--- src/rtl/comm_pkg.sv ---
// ============================================================================
// Module      : comm_pkg
// Description : Shared constants, header field positions and receive FSM
//               state encoding for the link receive path.
// Revision    : 1.0  initial release
// ============================================================================
`default_nettype none

package comm_pkg;

    localparam logic [15:0] BROADCAST_ID       = 16'hFFFF;
    localparam int          DEFAULT_FIFO_DEPTH = 32;

    localparam int HDR_DEST_MSB = 31;
    localparam int HDR_DEST_LSB = 16;
    localparam int HDR_LEN_MSB  = 15;
    localparam int HDR_LEN_LSB  = 8;

    localparam int PLD_W0_MSB = 31;
    localparam int PLD_W0_LSB = 16;
    localparam int PLD_W1_MSB = 15;
    localparam int PLD_W1_LSB = 0;

    typedef enum logic [1:0] {
        ST_IDLE    = 2'd0,
        ST_PAYLOAD = 2'd1,
        ST_DISCARD = 2'd2
    } rx_state_t;

endpackage : comm_pkg

`default_nettype wire

--- src/rtl/rx_word_fifo.sv ---
// ============================================================================
// Module      : rx_word_fifo
// Description : Two-write, one-read show-ahead 16-bit word buffer with
//               occupancy output. DEPTH must be a power of two (>= 4).
// Revision    : 1.0  initial release
// ============================================================================
`default_nettype none

module rx_word_fifo #(
    parameter int DEPTH = 32,
    parameter int AW    = $clog2(DEPTH)
) (
    input  logic          clk,
    input  logic          rst,
    input  logic [1:0]    i_wr_cnt,
    input  logic [15:0]   i_wr_data0,
    input  logic [15:0]   i_wr_data1,
    input  logic          i_rd_req,
    output logic [15:0]   o_rd_data,
    output logic          o_rd_valid,
    output logic [AW:0]   o_count
);

    localparam int CW = AW + 1;

    logic [15:0]   r_mem [DEPTH];
    logic [AW-1:0] r_wr_ptr;
    logic [AW-1:0] r_rd_ptr;
    logic [CW-1:0] r_count;

    logic          w_pop;
    logic [AW-1:0] w_wr_ptr_p1;

    assign w_pop       = i_rd_req && (r_count != '0);
    assign w_wr_ptr_p1 = r_wr_ptr + AW'(1);

    // Storage carries no reset; an empty buffer is defined by the pointers.
    always_ff @(posedge clk) begin
        if (i_wr_cnt != 2'd0) begin
            r_mem[r_wr_ptr] <= i_wr_data0;
        end
        if (i_wr_cnt == 2'd2) begin
            r_mem[w_wr_ptr_p1] <= i_wr_data1;
        end
    end

    always_ff @(posedge clk) begin
        if (rst) begin
            r_wr_ptr <= '0;
            r_rd_ptr <= '0;
            r_count  <= '0;
        end else begin
            r_wr_ptr <= r_wr_ptr + AW'(i_wr_cnt);
            r_rd_ptr <= r_rd_ptr + AW'(w_pop);
            r_count  <= r_count + CW'(i_wr_cnt) - CW'(w_pop);
        end
    end

    assign o_rd_data  = r_mem[r_rd_ptr];
    assign o_rd_valid = (r_count != '0);
    assign o_count    = r_count;

endmodule : rx_word_fifo

`default_nettype wire

--- src/rtl/link_rx_deframer.sv ---
// ============================================================================
// Module      : link_rx_deframer
// Description : Parses 32-bit link packets into frames, buffers accepted
//               payload words for the GPP. Optional RX_DROP_COUNT_EN builds a
//               saturating rejected-frame counter.
// Revision    : 1.0  initial release
// ============================================================================
`default_nettype none

module link_rx_deframer
    import comm_pkg::*;
#(
    parameter int FIFO_DEPTH = DEFAULT_FIFO_DEPTH
) (
    input  logic        clk,
    input  logic        rst,
    input  logic        link_valid,
    input  logic [31:0] link_packet,
    input  logic [15:0] node_id,
    input  logic        gpp_rtr_signal,
    output logic [15:0] rx_data_out,
    output logic        rx_data_valid,
    output logic        rx_complete_flag,
    output logic        rx_drop_flag,
    output logic        rx_busy,
    output logic [7:0]  drop_count
);

    localparam int AW = $clog2(FIFO_DEPTH);
    localparam int CW = AW + 1;

    rx_state_t     r_state;
    rx_state_t     w_state_nxt;
    logic [7:0]    r_rem;
    logic [7:0]    w_rem_nxt;
    logic          r_complete;
    logic          r_drop;
    logic          w_complete_nxt;
    logic          w_drop_nxt;
    logic [1:0]    w_wr_cnt;

    logic [CW-1:0] w_count;
    logic [CW-1:0] w_free;
    logic [15:0]   w_dest;
    logic [7:0]    w_len;
    logic          w_addr_hit;
    logic          w_fits;
    logic [7:0]    w_step;
    logic [7:0]    w_rem_after;

    assign w_dest      = link_packet[HDR_DEST_MSB:HDR_DEST_LSB];
    assign w_len       = link_packet[HDR_LEN_MSB:HDR_LEN_LSB];
    assign w_addr_hit  = (w_dest == node_id) || (w_dest == BROADCAST_ID);
    assign w_free      = CW'(FIFO_DEPTH) - w_count;
    // Space is reserved here, so the payload phase can never overflow.
    assign w_fits      = ({24'd0, w_len} <= 32'(w_free));
    assign w_step      = (r_rem >= 8'd2) ? 8'd2 : r_rem;
    assign w_rem_after = r_rem - w_step;

    always_ff @(posedge clk) begin
        if (rst) begin
            r_state    <= ST_IDLE;
            r_rem      <= 8'd0;
            r_complete <= 1'b0;
            r_drop     <= 1'b0;
        end else begin
            r_state    <= w_state_nxt;
            r_rem      <= w_rem_nxt;
            r_complete <= w_complete_nxt;
            r_drop     <= w_drop_nxt;
        end
    end

    always_comb begin
        w_state_nxt    = r_state;
        w_rem_nxt      = r_rem;
        w_complete_nxt = 1'b0;
        w_drop_nxt     = 1'b0;
        w_wr_cnt       = 2'd0;
        case (r_state)
            ST_IDLE: begin
                if (link_valid && (w_len != 8'd0)) begin
                    w_rem_nxt = w_len;
                    if (w_addr_hit && w_fits) begin
                        w_state_nxt = ST_PAYLOAD;
                    end else begin
                        w_state_nxt = ST_DISCARD;
                        w_drop_nxt  = 1'b1;
                    end
                end
            end
            ST_PAYLOAD: begin
                if (link_valid) begin
                    w_wr_cnt  = w_step[1:0];
                    w_rem_nxt = w_rem_after;
                    if (w_rem_after == 8'd0) begin
                        w_state_nxt    = ST_IDLE;
                        w_complete_nxt = 1'b1;
                    end
                end
            end
            ST_DISCARD: begin
                if (link_valid) begin
                    w_rem_nxt = w_rem_after;
                    if (w_rem_after == 8'd0) begin
                        w_state_nxt = ST_IDLE;
                    end
                end
            end
            default: begin
                w_state_nxt = ST_IDLE;
                w_rem_nxt   = 8'd0;
            end
        endcase
    end

    rx_word_fifo #(
        .DEPTH (FIFO_DEPTH),
        .AW    (AW)
    ) u_fifo (
        .clk        (clk),
        .rst        (rst),
        .i_wr_cnt   (w_wr_cnt),
        .i_wr_data0 (link_packet[PLD_W0_MSB:PLD_W0_LSB]),
        .i_wr_data1 (link_packet[PLD_W1_MSB:PLD_W1_LSB]),
        .i_rd_req   (gpp_rtr_signal),
        .o_rd_data  (rx_data_out),
        .o_rd_valid (rx_data_valid),
        .o_count    (w_count)
    );

    assign rx_complete_flag = r_complete;
    assign rx_drop_flag     = r_drop;
    assign rx_busy          = (r_state == ST_PAYLOAD) || (r_state == ST_DISCARD);

`ifdef RX_DROP_COUNT_EN
    logic [7:0] r_drop_count;

    always_ff @(posedge clk) begin
        if (rst) begin
            r_drop_count <= 8'd0;
        end else if (r_drop && (r_drop_count != 8'hFF)) begin
            r_drop_count <= r_drop_count + 8'd1;
        end
    end

    assign drop_count = r_drop_count;
`else
    assign drop_count = 8'd0;
`endif

endmodule : link_rx_deframer

`default_nettype wire

--- config.mk ---
export PLATFORM = sky130hd
export DESIGN_NAME = link_rx_deframer
export DESIGN_NICKNAME = d
export VERILOG_FILES = /design/src/rtl/comm_pkg.sv /design/src/rtl/rx_word_fifo.sv /design/src/rtl/link_rx_deframer.sv
export SDC_FILE = /design/constraint.sdc
export NUM_CORES = 1
export LEC_CHECK = 0
export CAP_MARGIN = 20
export CORE_ASPECT_RATIO = 1.5
export CORE_MARGIN = 8
export CORE_UTILIZATION = 59
export DETAILED_ROUTE_END_ITERATION = 10
export MAX_ROUTING_LAYER = met4
export PLACE_DENSITY = 0.77
export SLEW_MARGIN = 15
export SYNTH_ARGS = -nofsm -noshare
export SYNTH_HDL_FRONTEND = slang
export SYNTH_SLANG_ARGS = --single-unit
--- constraint.sdc ---
create_clock -name clk -period 4.3 [get_ports clk]
set_input_delay 0.86 -clock clk [delete_from_list [all_inputs] [get_ports clk]]
set_output_delay 0.86 -clock clk [all_outputs]
set_load 0.005 [all_outputs]
After elaboration in Yosys (flattened, before gate mapping)
Memories as Yosys holds them, arrays and structs flattened. A register that Yosys moved wholly into a read port is not among the register bits. Cells that the tools add are included. W data, S select, Z words.

Memories kept: 1. Register bits: 28. Bits in writable memories: 512. Logic and storage cells: 62.

Memory list: u_fifo.r_mem (words 32, width 16, rd ports 1, clocked after memory_dff 1, wr ports 2, RTL line rx_word_fifo.sv:26) `logic [15:0] r_mem [DEPTH];`.

Reduce and logical (&&, ||, !) cells: 15. Bitwise operators: 4. Add/subtract/negate cells: 7. Mux-type cells: 18. $lt $le $gt $ge: 2. Equal/unequal tests: 8.

Operators with widths (number): $mux W8 (3); $eq A16 B16 Y1 (1); $eq A16 B16 Y1 const B (1); $pmux W8 S2 (1); $mux W2 (6); $ge A8 B2 Y1 const B (1); $le A8 B6 Y1 (1); $logic_not A8 Y1 (1); $reduce_bool A8 Y1 (1); $sub A8 B8 Y8 (1); $add A6 B2 Y6 (1); $mux W1 (6); $reduce_bool A6 Y1 (1); $reduce_or A3 Y1 (2); $sub A6 B1 Y6 (1); $sub A6 B6 Y6 const A (1); $add A5 B1 Y5 (1); $add A5 B1 Y5 const B (1); $add A5 B2 Y5 (1); $mux W5 (1); $eq A2 B2 Y1 const B (2); $ne A2 B1 Y1 const B (2); $not A1 Y1 (4); $pmux W2 S2 (1); other kinds (9) (12).

Longest topological paths before layout
Gate-level depths: netlist of the first run.

Word-level depth: 7. Depth in mapped cells: 14.

By module
Synthesis of the first run repeated with hierarchy kept, for this count alone.

Cells, all modules: 1942. Area, all modules: 28678.8 um2.

Modules (own cells, without submodules): rx_word_fifo (area each 27323.7 um2, cells an instance 1770, times used 1); link_rx_deframer (area each 1355.0 um2, cells an instance 172, times used 1).

Worst setup path before layout of the first run
Ideal clock, no wire load.

Path kind: input port to flip-flop. From: in link_valid. To: mem u_fifo.r_mem[19][0], enable pin. Buffers on the path: 0. Cell stages on the path: 4. Data required time: 3.884 ns. Arrival time: 3.150 ns. Path slack: 0.735 ns. Setup time: 0.416 ns. Cell sequence: nand2_1 > a41oi_1 > or3b_2 > o32ai_1.

RTL lines: start, declared (RTL line link_rx_deframer.sv:17) `input logic link_valid,`; end, declared (RTL line rx_word_fifo.sv:26).

==> flow_summary.toml, run 1 <==
[run_status]
status = "complete, no violations"

[setup_path]
cp_data_required_time_ns = 3.44
arrival_ns = 3.32
slowest_delay_ns = 0.53
critPathBufInv = 3
critPathTopFamily = "multiplexers"
cp_slowest_cell = "mux4_2"
crit_fanout = 26
critPathLaunchType = "register"
crit_type = "reg -> out"
crit_chain = "buf_12 > buf_12 > mux4_2 > mux4_2 > mux2_2 > clkdlybuf4s50_1"
end_kind = "primary output"

[routing]
drtIter0Drc = 1230
viasPerCell = 6.645
routedWlPerCell_um = 29.64
firstDrtPassIters = 5
wirelength_um = 71740
drc_errors = 0
vias = 16080
final_antenna_net_count = 0

[yosys]
netlist_area_sq_um = 28710
ys_types = 68
syn_inst = 1742
syn_area_per_cell_sq_um = 16.48
ys_seq_area_share_pct = 55.51
ys.flop_type = "edfxtp_1"
ys_ff_latch = 540
synth-edff-count = 512
async_reset_ff_share_pct = 0
yosys_warnings = 0

[cts]
cts_setup_buffers = 0
clk_pin_slew_ns = 0.06
cts_tree = "done"
cts-resized-gates = 0
clk_path_buf_depth = 3
cts_made_buffers = 49
htreeDepth = 2
root_buffer = "clkbuf_16"
cts_hold_buf = 0
clk_latency_ns = 0.57
cts.sinks = 540

[global_route]
grt_pass1_wl_um = 108400
grt_use_met2_pct = 48.25
busiest_layer = "met2"
grt_use_met1_pct = 30.33
gr-total-overflow = 0
first_global_vias = 17010
grt_start_max_net_pins = 71
grt_use_met3_pct = 2.884
antenna_found_initial = 0
gr-usage-all-layers_pct = 26.51

[power]
p_comb_share_pct = 22.5
cell_internal_pwr_uw = 9733
p_clk_share_pct = 32.8
powerDensity_nw_per_um2 = 414.6
seqPwrFrac_pct = 44.7
switching_share_pct = 25.94
p_leak_uw = 0.01011
p_sw_uw = 3409
power_uw = 13140
vdd_drop_max_uv = 402.5

[die]
fp-row-count = 99
dieArea_sq_um = 56120
die_w_um = 196.1
start_util_pct = 59.43
die_h_um = 286.2
core_sq_um = 48310
io_pins = 80

[cells_and_area]
nets = 1853
antenna_cells = 0
drive_above_1_share_pct = 49.83
design_area_sq_um = 31700
area_growth_pct = 10.41
fill_cells = 3400

[timing]
rsz0062_at_grt = "false"
finalHoldWorstSlack_ns = 0.5296
fin_skew_ns = 0.02303
slew_headroom_pct = 26.10
setup_viol = 0
fin_crit_ns = 4.178
worstMarginPinSlew_ns = 1.108
fmax_ghz = 0.2394
fin_crit_sh_pct = 97.16
fin_tns_setup_ns = 0
drv_slew = 0
report.final.hold_viol_count = 0

[run]
cap_viol_max_count = 0

[placement]
io_buffers = 71
place_congestion = 0.9001
dpl.hpwl_um = 48430
dpl_cell_area_sq_um = 30160

[min_path]
min_path_type = "reg -> reg"
routing by layer:
layer | routed length, um | vias to the layer above
met5 | 0 | -
met4 | 2338 | 0
met3 | 3371 | 133
met2 | 39720 | 530
met1 | 26310 | 8499
li1 | - | 6919
tightest hold or removal path, stage by stage (launching register included):
cell,delay [ns]
dfxtp_1,0.34
nand3_1,0.08
o41ai_1,0.07
cell type report:
class	count	area (sq um)	area share, %
Tap cell	606	758.2	2.392
Sequential cell	540	15950	50.31
Multi-Input combinational cell	986	11810	37.26
Clock inverter	27	237.7	0.7500
Clock buffer	64	1304	4.113
Inverter	28	105.1	0.3316
Timing Repair Buffer	169	1536	4.847
power groups by stage:
stage	Sequential [uW]	Clock, uW	Combinational, uW
after floorplan	5950	0	2090
after global placement	5980	0	2920
after detailed placement	5990	0	2970
after CTS	5870	4360	2990
after global routing	5880	4520	3200
final	5870	4310	2960
synth_stat cells, types with 10 or more instances:
cell	count	area, sq um
mux2_2	516	5811
edfxtp_1	512	15370
mux4_2	160	3603
clkbuf_1	123	461.7
nor2_1	50	187.7
buf_2	28	140.1
dfxtp_1	28	560.5
inv_1	28	105.1
buf_4	25	187.7
ha_1	25	312.8
nand2_1	25	93.84
xnor2_1	24	210.2
nor2_4	15	168.9
a21oi_1	13	65.06
mux2_1	13	146.4
buf_6	11	123.9
nand4_1	10	62.56
placed cells by master, fill, tap and decap left out, drive strengths merged, types with 6 or more instances in the layout:
master	instances
nor2b	6
xnor2	25
clkbuf	64
ha	25
nand4	10
dfxtp	28
o22ai	8
nand2	25
mux2	529
a22oi	6
nor3	11
nand3	12
clkdlybuf4s50	70
a21oi	14
buf	99
o21ai	7
mux4	160
clkinv	22
edfxtp	512
nor2	74
conb	9
inv	28
kinds of logic after synthesis:
group | count (synthesis) | synth area share, %
compound gates | 65 | 1.652
xor+xnor | 30 | 0.9414
fa+ha+maj | 27 | 1.229
buf+inv | 223 | 3.731
flops | 540 | 55.51
mux | 690 | 33.34
other cells | 2 | 0.02616
simple gates | 165 | 3.578
registers in the layout (all words and copies together), names as in the netlist:
register	count
u_fifo.o_count	6
u_fifo.r_rd_ptr	5
r_rem	8
u_fifo.r_mem	512
r_state	2
rx_complete_flag	1
u_fifo.r_wr_ptr	5
rx_drop_flag	1
worst paths after layout:
check                           from             endpoint  slack, ns  cells after the start
setup / recovery  u_fifo.r_rd_ptr[0]      rx_data_out[14]       0.12                      6
hold reg to reg           r_state[0]           r_state[0]       0.53                      2
hold / removal            r_state[0]           r_state[0]       0.53                      2
setup reg to reg  u_fifo.r_wr_ptr[0]  u_fifo.r_mem[12][0]       1.20                      4
through the flow:
stage	worst slack, ns	util [%]	cells
3_3_place_gp	0.5094	62.40	2328
6_report	0.1223	65.61	2420
4_1_cts	0.06010	65.62	2420
3_5_place_dp	0.4444	62.43	2329
5_1_grt	0.003481	65.61	2420
2_1_floorplan	0.7346	-	1749
Power figures use the tool's default switching activity.
==> run 2: changes to the inputs <==
Settings changed: TNS_END_PERCENT from default to 100.
==> results of run 2 <==
The final DEF is identical to that of run 1; final timing and power are the same.
